### src/rtl/config_pkg.sv
// Shared FSM encoding and default geometry for the configuration scrubber.
package config_pkg;
   localparam int NREG_DEF     = 13;
   localparam int REG_W_DEF    = 8;
   localparam int HALF_DIV_DEF = 4;

   typedef enum logic [2:0] {
      S_IDLE  = 3'd0,
      S_CRST  = 3'd1,
      S_SHIFT = 3'd2,
      S_CAPT  = 3'd3,
      S_DONE  = 3'd4
   } state_t;
endpackage

### src/rtl/sck_gen.sv
// Serial clock divider: half-period end strobe and p_sck phase, idle-low when disabled.
module sck_gen #(
   parameter int HALF_DIV = 4
) (
   input  logic clkin,
   input  logic rst,
   input  logic i_en,
   output logic o_half_end,
   output logic o_phase
);
   localparam int CW = (HALF_DIV > 1) ? $clog2(HALF_DIV) : 1;

   logic [CW-1:0] r_cnt;
   logic          r_phase;

   assign o_half_end = i_en && (r_cnt == CW'(HALF_DIV - 1));
   assign o_phase    = r_phase;

   always_ff @(posedge clkin or posedge rst) begin
      if (rst) begin
         r_cnt   <= '0;
         r_phase <= 1'b0;
      end else if (!i_en) begin
         r_cnt   <= '0;
         r_phase <= 1'b0;
      end else if (o_half_end) begin
         r_cnt   <= '0;
         r_phase <= ~r_phase;
      end else begin
         r_cnt   <= r_cnt + 1'b1;
      end
   end
endmodule

### src/rtl/config_scrubber.sv
// Serial configuration-chain programmer that verifies the chain readback
// against the image written on the previous run.
module config_scrubber
   import config_pkg::*;
#(
   parameter int NREG     = NREG_DEF,
   parameter int REG_W    = REG_W_DEF,
   parameter int HALF_DIV = HALF_DIV_DEF,
   parameter int PERIOD_W = 26
) (
   input  logic                  clkin,
   input  logic                  rst,
   input  logic                  start,
   input  logic                  auto_en,
   input  logic [PERIOD_W-1:0]   period,
   input  logic [NREG*REG_W-1:0] cfg_data,
   input  logic                  p_sdo,
   output logic                  p_sck,
   output logic                  p_sda,
   output logic                  p_scapt,
   output logic                  p_reset,
   output logic                  busy,
   output logic                  done,
   output logic                  err,
   output logic [15:0]           mismatch_cnt
);
   localparam int TOT = NREG * REG_W;
   localparam int BW  = (TOT > 1) ? $clog2(TOT) : 1;
   localparam int WW  = $clog2(2 * HALF_DIV) + 1;

   state_t             r_state, w_next;
   logic [TOT-1:0]     r_snap, r_shadow, w_img;
   logic               r_shadow_vld;
   logic [BW-1:0]      r_bit;
   logic [WW-1:0]      r_wait;
   logic               r_rst_hold;
   logic [PERIOD_W-1:0] r_acnt;
   logic               r_err;
   logic [15:0]        r_mismatch_cnt;

   logic w_tick, w_half_end, w_phase, w_shift;
   logic w_rise, w_bit_end, w_last_bit, w_wait_end, w_mis;

   // Stream order: bit k of the image is the k-th bit on the wire
   // (register 0 first, MSB first within each register).
   always_comb begin
      w_img = '0;
      for (int k = 0; k < TOT; k++)
         w_img[k] = cfg_data[(k / REG_W) * REG_W + REG_W - 1 - (k % REG_W)];
   end

   sck_gen #(.HALF_DIV(HALF_DIV)) u_sck (
      .clkin      (clkin),
      .rst        (rst),
      .i_en       (w_shift),
      .o_half_end (w_half_end),
      .o_phase    (w_phase)
   );

   assign w_shift    = (r_state == S_SHIFT);
   assign w_rise     = w_shift && w_half_end && !w_phase;
   assign w_bit_end  = w_shift && w_half_end && w_phase;
   assign w_last_bit = (r_bit == BW'(TOT - 1));
   assign w_wait_end = (r_wait == WW'(2 * HALF_DIV - 1));
   assign w_tick     = auto_en && (period != '0) && (r_acnt == period - 1'b1);
   assign w_mis      = w_rise && r_shadow_vld && (p_sdo != r_shadow[r_bit]);

   always_comb begin
      w_next  = r_state;
      busy    = 1'b1;
      done    = 1'b0;
      p_sck   = 1'b0;
      p_sda   = 1'b0;
      p_scapt = 1'b0;
      p_reset = r_rst_hold;
      case (r_state)
         S_IDLE: begin
            busy = 1'b0;
            if (start || w_tick) w_next = S_CRST;
         end
         S_CRST: begin
            // Chain reset only on the first run; afterwards just a one-cycle hop.
            p_reset = r_rst_hold || !r_shadow_vld;
            if (r_shadow_vld || w_wait_end) w_next = S_SHIFT;
         end
         S_SHIFT: begin
            p_sck = w_phase;
            p_sda = r_snap[r_bit];
            if (w_bit_end && w_last_bit) w_next = S_CAPT;
         end
         S_CAPT: begin
            p_scapt = 1'b1;
            if (w_wait_end) w_next = S_DONE;
         end
         S_DONE: begin
            done   = 1'b1;
            w_next = S_IDLE;
         end
         default: w_next = S_IDLE;
      endcase
   end

   always_ff @(posedge clkin or posedge rst) begin
      if (rst) begin
         r_state      <= S_IDLE;
         r_wait       <= '0;
         r_bit        <= '0;
         r_shadow_vld <= 1'b0;
         r_rst_hold   <= 1'b1;
      end else begin
         r_state    <= w_next;
         r_rst_hold <= 1'b0;
         if (r_state != w_next)
            r_wait <= '0;
         else if (r_state == S_CRST || r_state == S_CAPT)
            r_wait <= r_wait + 1'b1;
         if (!w_shift)
            r_bit <= '0;
         else if (w_bit_end)
            r_bit <= r_bit + 1'b1;
         if (r_state == S_CAPT && w_wait_end)
            r_shadow_vld <= 1'b1;
      end
   end

   // Image storage needs no reset: validity is tracked by r_shadow_vld.
   always_ff @(posedge clkin) begin
      if (r_state == S_IDLE && (start || w_tick))
         r_snap <= w_img;
      if (r_state == S_CAPT && w_wait_end)
         r_shadow <= r_snap;
   end

   always_ff @(posedge clkin or posedge rst) begin
      if (rst) begin
         r_err          <= 1'b0;
         r_mismatch_cnt <= '0;
         r_acnt         <= '0;
      end else begin
         r_err <= w_mis;
         if (w_mis && r_mismatch_cnt != 16'hFFFF)
            r_mismatch_cnt <= r_mismatch_cnt + 1'b1;
         if (!auto_en || period == '0 || w_tick)
            r_acnt <= '0;
         else
            r_acnt <= r_acnt + 1'b1;
      end
   end

   assign err          = r_err;
   assign mismatch_cnt = r_mismatch_cnt;
endmodule
### config.mk
export PLATFORM = sky130hd
export DESIGN_NAME = config_scrubber
export DESIGN_NICKNAME = d
export VERILOG_FILES = /design/src/rtl/config_pkg.sv /design/src/rtl/sck_gen.sv /design/src/rtl/config_scrubber.sv
export SDC_FILE = /design/constraint.sdc
export NUM_CORES = 1
export LEC_CHECK = 0
export ABC_CLOCK_PERIOD_IN_PS = 5100
export CORE_ASPECT_RATIO = 0.5
export CORE_MARGIN = 2
export CORE_UTILIZATION = 30
export CTS_CLUSTER_SIZE = 14
export DETAILED_ROUTE_END_ITERATION = 10
export GPL_TIMING_DRIVEN = 0
export HOLD_SLACK_MARGIN = 0.12
export PLACE_DENSITY = 0.56
export SYNTH_ARGS = -nofsm -noshare
export SYNTH_HDL_FRONTEND = slang
export SYNTH_SLANG_ARGS = --single-unit
### constraint.sdc
create_clock -name clkin -period 5.1 [get_ports clkin]
set_clock_uncertainty 0.2 [all_clocks]
set_input_delay 1.02 -clock clkin [delete_from_list [all_inputs] [get_ports clkin]]
set_output_delay 1.02 -clock clkin [all_outputs]
set_load 0.03 [all_outputs]
# Word level (Yosys, flattened, before mapping)

Index checks and enable logic that the tools add are counted.

Register bits: 270
Input port bits: 135
Logic and storage cells: 82
Output and inout port bits: 23

Equality and inequality tests: 13
Bitwise gates (word level): 1
$lt $le $gt $ge: 1
Add/sub/neg operators: 6
Muxes and demuxes: 24
Reductions and logical operators: 25

Operators with widths:

| kind                    | count |
|---|---|
| $add A26 B1 Y26 const B | 1 |
| $eq A26 B26 Y1          | 1 |
| $logic_not A26 Y1       | 1 |
| $mux W26                | 1 |
| $reduce_bool A26 Y1     | 1 |
| $sub A26 B1 Y26 const B | 1 |
| $add A16 B1 Y16 const B | 1 |
| $ne A16 B16 Y1 const B  | 1 |
| $bmux W1 S7             | 2 |
| $mux W7                 | 2 |
| $logic_and A1 B1 Y1     | 12 |
| $mux W3                 | 4 |
| $pmux W3 S4             | 1 |
| $mux W1                 | 10 |
| $lt A7 B8 Y1 const B    | 1 |
| $mux W4                 | 2 |
| $add A7 B1 Y7 const B   | 1 |
| $eq A7 B7 Y1 const B    | 1 |
| $eq A3 B2 Y1 const B    | 2 |
| $logic_or A1 B1 Y1      | 6 |
| $add A4 B1 Y4 const B   | 1 |
| $eq A4 B3 Y1 const B    | 1 |
| $mux W2                 | 2 |
| $ne A2 B2 Y1 const B    | 2 |
| 10 further kinds        | 12 |

# Logic depth before layout (Yosys ltp)

Depth after elaboration: 9
Mapped depth: 12
Depth with buffers taken out: 10

# Cells and area by module

A second synthesis with hierarchy kept.

Cells, all modules: 783
Area total of the unflattened synthesis: 11,892.7 um^2

By module, submodules not included:

| module          | sequential area each (um^2) | area an instance (um^2) | cells an instance | instances |
|---|---|---|---|---|
| config_scrubber | 7,723.7                     | 11,761.3                | 773               | 1 |
| sck_gen         | 75.1                        | 131.4                   | 10                | 1 |

# Worst setup path before layout

OpenSTA, ideal clock, no wires.

Path kind: input port to flip-flop
Start: input port period[6]
End: register r_snap[0] (enable)
Setup time: 0.422 ns
Stages: 8
Slack: -0.174 ns
Buffers on the path: 1
Required time: 4.478 ns
Arrival: 4.653 ns
Path through: buf_6 nor4_4 nand4_4 or4_1 a2111oi_2 nand4_1 or4_4 nand2b_2

Longest elaborated chain between the ends: 5
Elaborated cells on any way between the ends: 7
Classes of those cells: add/sub: 1; eq/ne: 1; reduce/logical: 5

Ends and longest elaborated chain:

| item                                                   | line                   | text |
|---|---|---|
| from (decl)                                            | config_scrubber.sv:15  | `input logic [PERIOD_W-1:0] period,` |
| $sub A26 B1 Y26 or $reduce_bool A26 Y1 (tied branches) | config_scrubber.sv:65  | `assign w_tick = auto_en && (period != '0) && (r_acnt == period - 1'b1);` |
| $eq A26 B26 Y1 or $logic_and A1 B1 Y1 (tied branches)  | config_scrubber.sv:65  |  |
| $logic_and A1 B1 Y1 *                                  | config_scrubber.sv:65  |  |
| $logic_or A1 B1 Y1 *                                   | config_scrubber.sv:128 | `if (r_state == S_IDLE && (start \|\| w_tick))` |
| $logic_and A1 B1 Y1 *                                  | config_scrubber.sv:128 |  |
| to (signal assigned)                                   | config_scrubber.sv:129 | `r_snap <= w_img;` |
| to (decl)                                              | config_scrubber.sv:32  | `logic [TOT-1:0] r_snap, r_shadow, w_img;` |

Mark *: on every way between the ends. The rest lies on a longest branch, timed or not.
A chain may end at the register's enable or synchronous reset.

# Worst setup path in the final report

Start: register r_bit[1]
End: output port p_sda

Longest elaborated chain between the ends: 3

Ends and longest elaborated chain:

| item                          | line                   | text |
|---|---|---|
| from (decl)                   | config_scrubber.sv:34  | `logic [BW-1:0] r_bit;` |
| from (signal assigned)        | config_scrubber.sv:120 | `r_bit <= r_bit + 1'b1;` |
| $bmux W1 S7                   | config_scrubber.sv:88  | `p_sda = r_snap[r_bit];` |
| $mux W1 (not written as such) | config_scrubber.sv:88  |  |
| $mux W1                       | config_scrubber.sv:76  | `case (r_state)` |
| to (decl)                     | config_scrubber.sv:19  | `output logic p_sda,` |

No other way between the ends. The select of a mux whose other input is x is not followed.

==> out/results.ini <==
[synth]
syn_nets=931
yosysTopAreaCellShare_pct=52.30
syn_area_um2=11940
yosys.area_share.simple_pct=10.62
yosysUniqueCellTypes=72
synth_area_per_cell_um2=15.14
synth_area_leaders=edfxtp_1, dfrtp_1, mux4_2
synth_top_family_by_area=multiplexers
synth_compound_area_share_pct=5.081
synth_top_area_cell=edfxtp_1
synthAdderAreaFrac_pct=0.7334
seq_area_frac_synth_pct=65.30
synth_flop_cell=edfxtp_1
synth_edf_count=208
synthArstFlopShare_pct=22.96
syn_inst=789
ys_seq_elements=270
synth.area.mux_share_pct=10.81
ys_warn_count=0
synth_xor_area_share_pct=5.647

[cells_and_area]
utilization_pct=38.77
layout-drive-gt1-share_pct=12.44
fin_nets=1118
syn2layout_area_growth_pct=26.77
final_cell_mix=edfxtp_1, clkdlybuf4s50_1, nor2_1, dfrtp_1, mux4_2
diodes=0
final_common_cell=edfxtp_1

[worst_setup_path]
r2r_end=mismatch_cnt[6]
worstSetupPathType=flop to output pin
crit_path_start_kind=flop
cp_top_family=buffers and inverters
cp_num_buf_inv=4
path_cells=buf_4 > clkbuf_2 > clkbuf_4 > mux4_2 > o22ai_1 > a21oi_1 > mux4_2 > nor2_1 > a311oi_2 > clkdlybuf4s15_2
reg2reg_from=r_bit[1]
arrival_ps=3720
reg2reg_depth=11
cp-end-kind=output pin
cp.required_ps=3880
crit_top_cell=mux4_2
critPathSlowestCell=mux4_2
crit_path_max_incr_delay_ps=500
r2r_slack_ps=610
cp_max_fo=19

[detailed_routing]
drtIter0Drc=549
ant_nets=0
vias=7353
drc=0
firstDrtPassIters=5
totalWireLength_um=28080
wl_per_cell_um=18.39
vias_per_cell=4.815

[global_route]
grt_pass1_wl_um=43760
grt_remaining_overflow=0
antenna_found_initial=0
grt_usage_pct=13.43
grt_pass1_vias=7714
grt_max_degree=69

[timing]
finalMaxSlewViolations=0
worstMarginPinSlew_ps=820.8
setup_viol=0
hold_viol=0
relSlewSlack_pct=44.77
rsz0062_at_grt=no
finalCritPeriodShare_pct=96.88
timing.hold.ws_ps=241.2
post-route-min-period_ps=4941
fmax_mhz=202.4

[floorplan]
rows=51
core_area_um2=39050
die_y_um=145.1
io_pins=158
initial_core_util_pct=30.58
dieArea_um2=41520
die_w_um=286.2

[place]
globalplace.congestion=0.8115
hpwl_um=19740
numPortBuffers=156

[power_and_ir_drop]
peakVddDrop_mv=0.2091
p_leak_nw=5.028
p_per_area_nw_per_um2=345.2
p_sw_mw=1.286
internal-power_mw=3.940
swShare_pct=24.61
seq_power_share_pct=50.1
p_clk_share_pct=37.3
pwr-share-comb_pct=12.6

[clocking]
cts_root_buffer=clkbuf_16
clock_sinks=270
cts.reportedPaths.clkPinSlew_ps=60
cts-buffers-inserted=27
insertion_delay_ps=570
cts_tree=yes
cts_buffer_depth=3
ctsHoldBuffers=0
cts_htree_levels=1

[status]
status=complete, no violations

[worst_hold_path]
hold_end=r_shadow[28]
hold_path_class=flop to flop
hp-start=r_snap[28]
hold_depth=0

[job]
cap_violations=0

## layout make-up
type	instances	area (µm²)
clock buffers	38	726.9
fillers	3663	23910
well taps	530	663.1
plain buffers	30	176.4
clock inverters	12	125.1
flip-flops and latches	270	7799
inverters	18	67.56
multi-input cells	471	3971
repair buffers	158	1610
## flip-flops by register name (all words and copies together), names as in the netlist
register / count
r_state: 3
r_rst_hold: 1
r_bit: 7
u_sck.r_cnt: 2
r_acnt: 26
err: 1
r_wait: 4
u_sck.o_phase: 1
mismatch_cnt: 16
r_shadow_vld: 1
r_shadow: 104
r_snap: 104
## metrics by stage
stage | instances | setup WS, ps | cell area [µm²] | total power, mW | TNS (ps)
finish | 1527 | 158.9 | 15140 | 5.225 | 0
global route | 1527 | 1.353 | 15140 | 5.448 | 0
CTS | 1527 | 37.70 | 15120 | 5.292 | 0
detailed placement | 1477 | -1071 | 14220 | 3.323 | -82060
global placement | 1475 | -974.3 | 14170 | 3.298 | -73900
floorplan | 789 | 362.7 | 11950 | 3.017 | 0
## worst max-delay path by stage
stage / from / endpoint / slack, ps / cells past startpoint
6_report: r_bit[1] / p_sda / 160 / 10
5_1_grt: r_bit[1] / p_sda / 1 / 10
4_1_cts: r_bit[1] / p_sda / 40 / 10
3_5_place_dp: r_bit[1] / p_sda / -1070 / 11
3_3_place_gp: r_bit[1] / p_sda / -970 / 11
2_1_floorplan: period[6] / r_snap[0] / 360 / 8
## kinds of logic after synthesis
logic type                 count (synthesis)
xor gates and xnor gates                  77
other                                      1
AOI/OAI and AO/OA                         80
DFF                                      270
adders and majority gates                  7
muxes                                     70
and+or+nand+nor                          235
buffers and inverters                     49
## timing repair
item	4_1_cts	5_1_grt
buffers inserted	0	0
endpoints found under the setup margin	106	39
pin swaps	0	0
resized for setup	20	4
cloned	1	0
## routing by layer
metal	routed length (µm)	global-route usage, %
met5	0	0
met4	560	3.194
met3	1127	2.469
met1	11520	16.43
met2	14870	24.42
## cell usage after synthesis (4+ instances only)
cell	count
o21ai_0	4
o221ai_1	9
nand2_1	33
and4_1	4
nor3b_1	5
clkbuf_1	17
nor2b_1	5
and3_1	9
o31ai_1	4
nand4_1	12
a22oi_1	8
a21oi_1	11
ha_1	7
xor2_1	45
buf_2	7
inv_1	17
or3_1	10
nand3b_1	5
mux2i_1	21
and2_1	9
mux4_2	47
o22ai_1	6
edfxtp_1	208
nor4_1	6
nor3_1	25
nor2_1	61
dfrtp_1	61
xnor2_1	32
nand3_1	25
nand2b_1	7
## power groups by stage
stage          Sequential, mW  Combinational, mW  Clock, mW
2_1_floorplan            2.66              0.358          0
3_3_place_gp             2.66              0.634          0
3_5_place_dp             2.67              0.658          0
4_1_cts                  2.62              0.670       2.00
5_1_grt                  2.63              0.719       2.10
6_report                 2.62              0.658       1.95
Power figures use the tool's default switching activity.
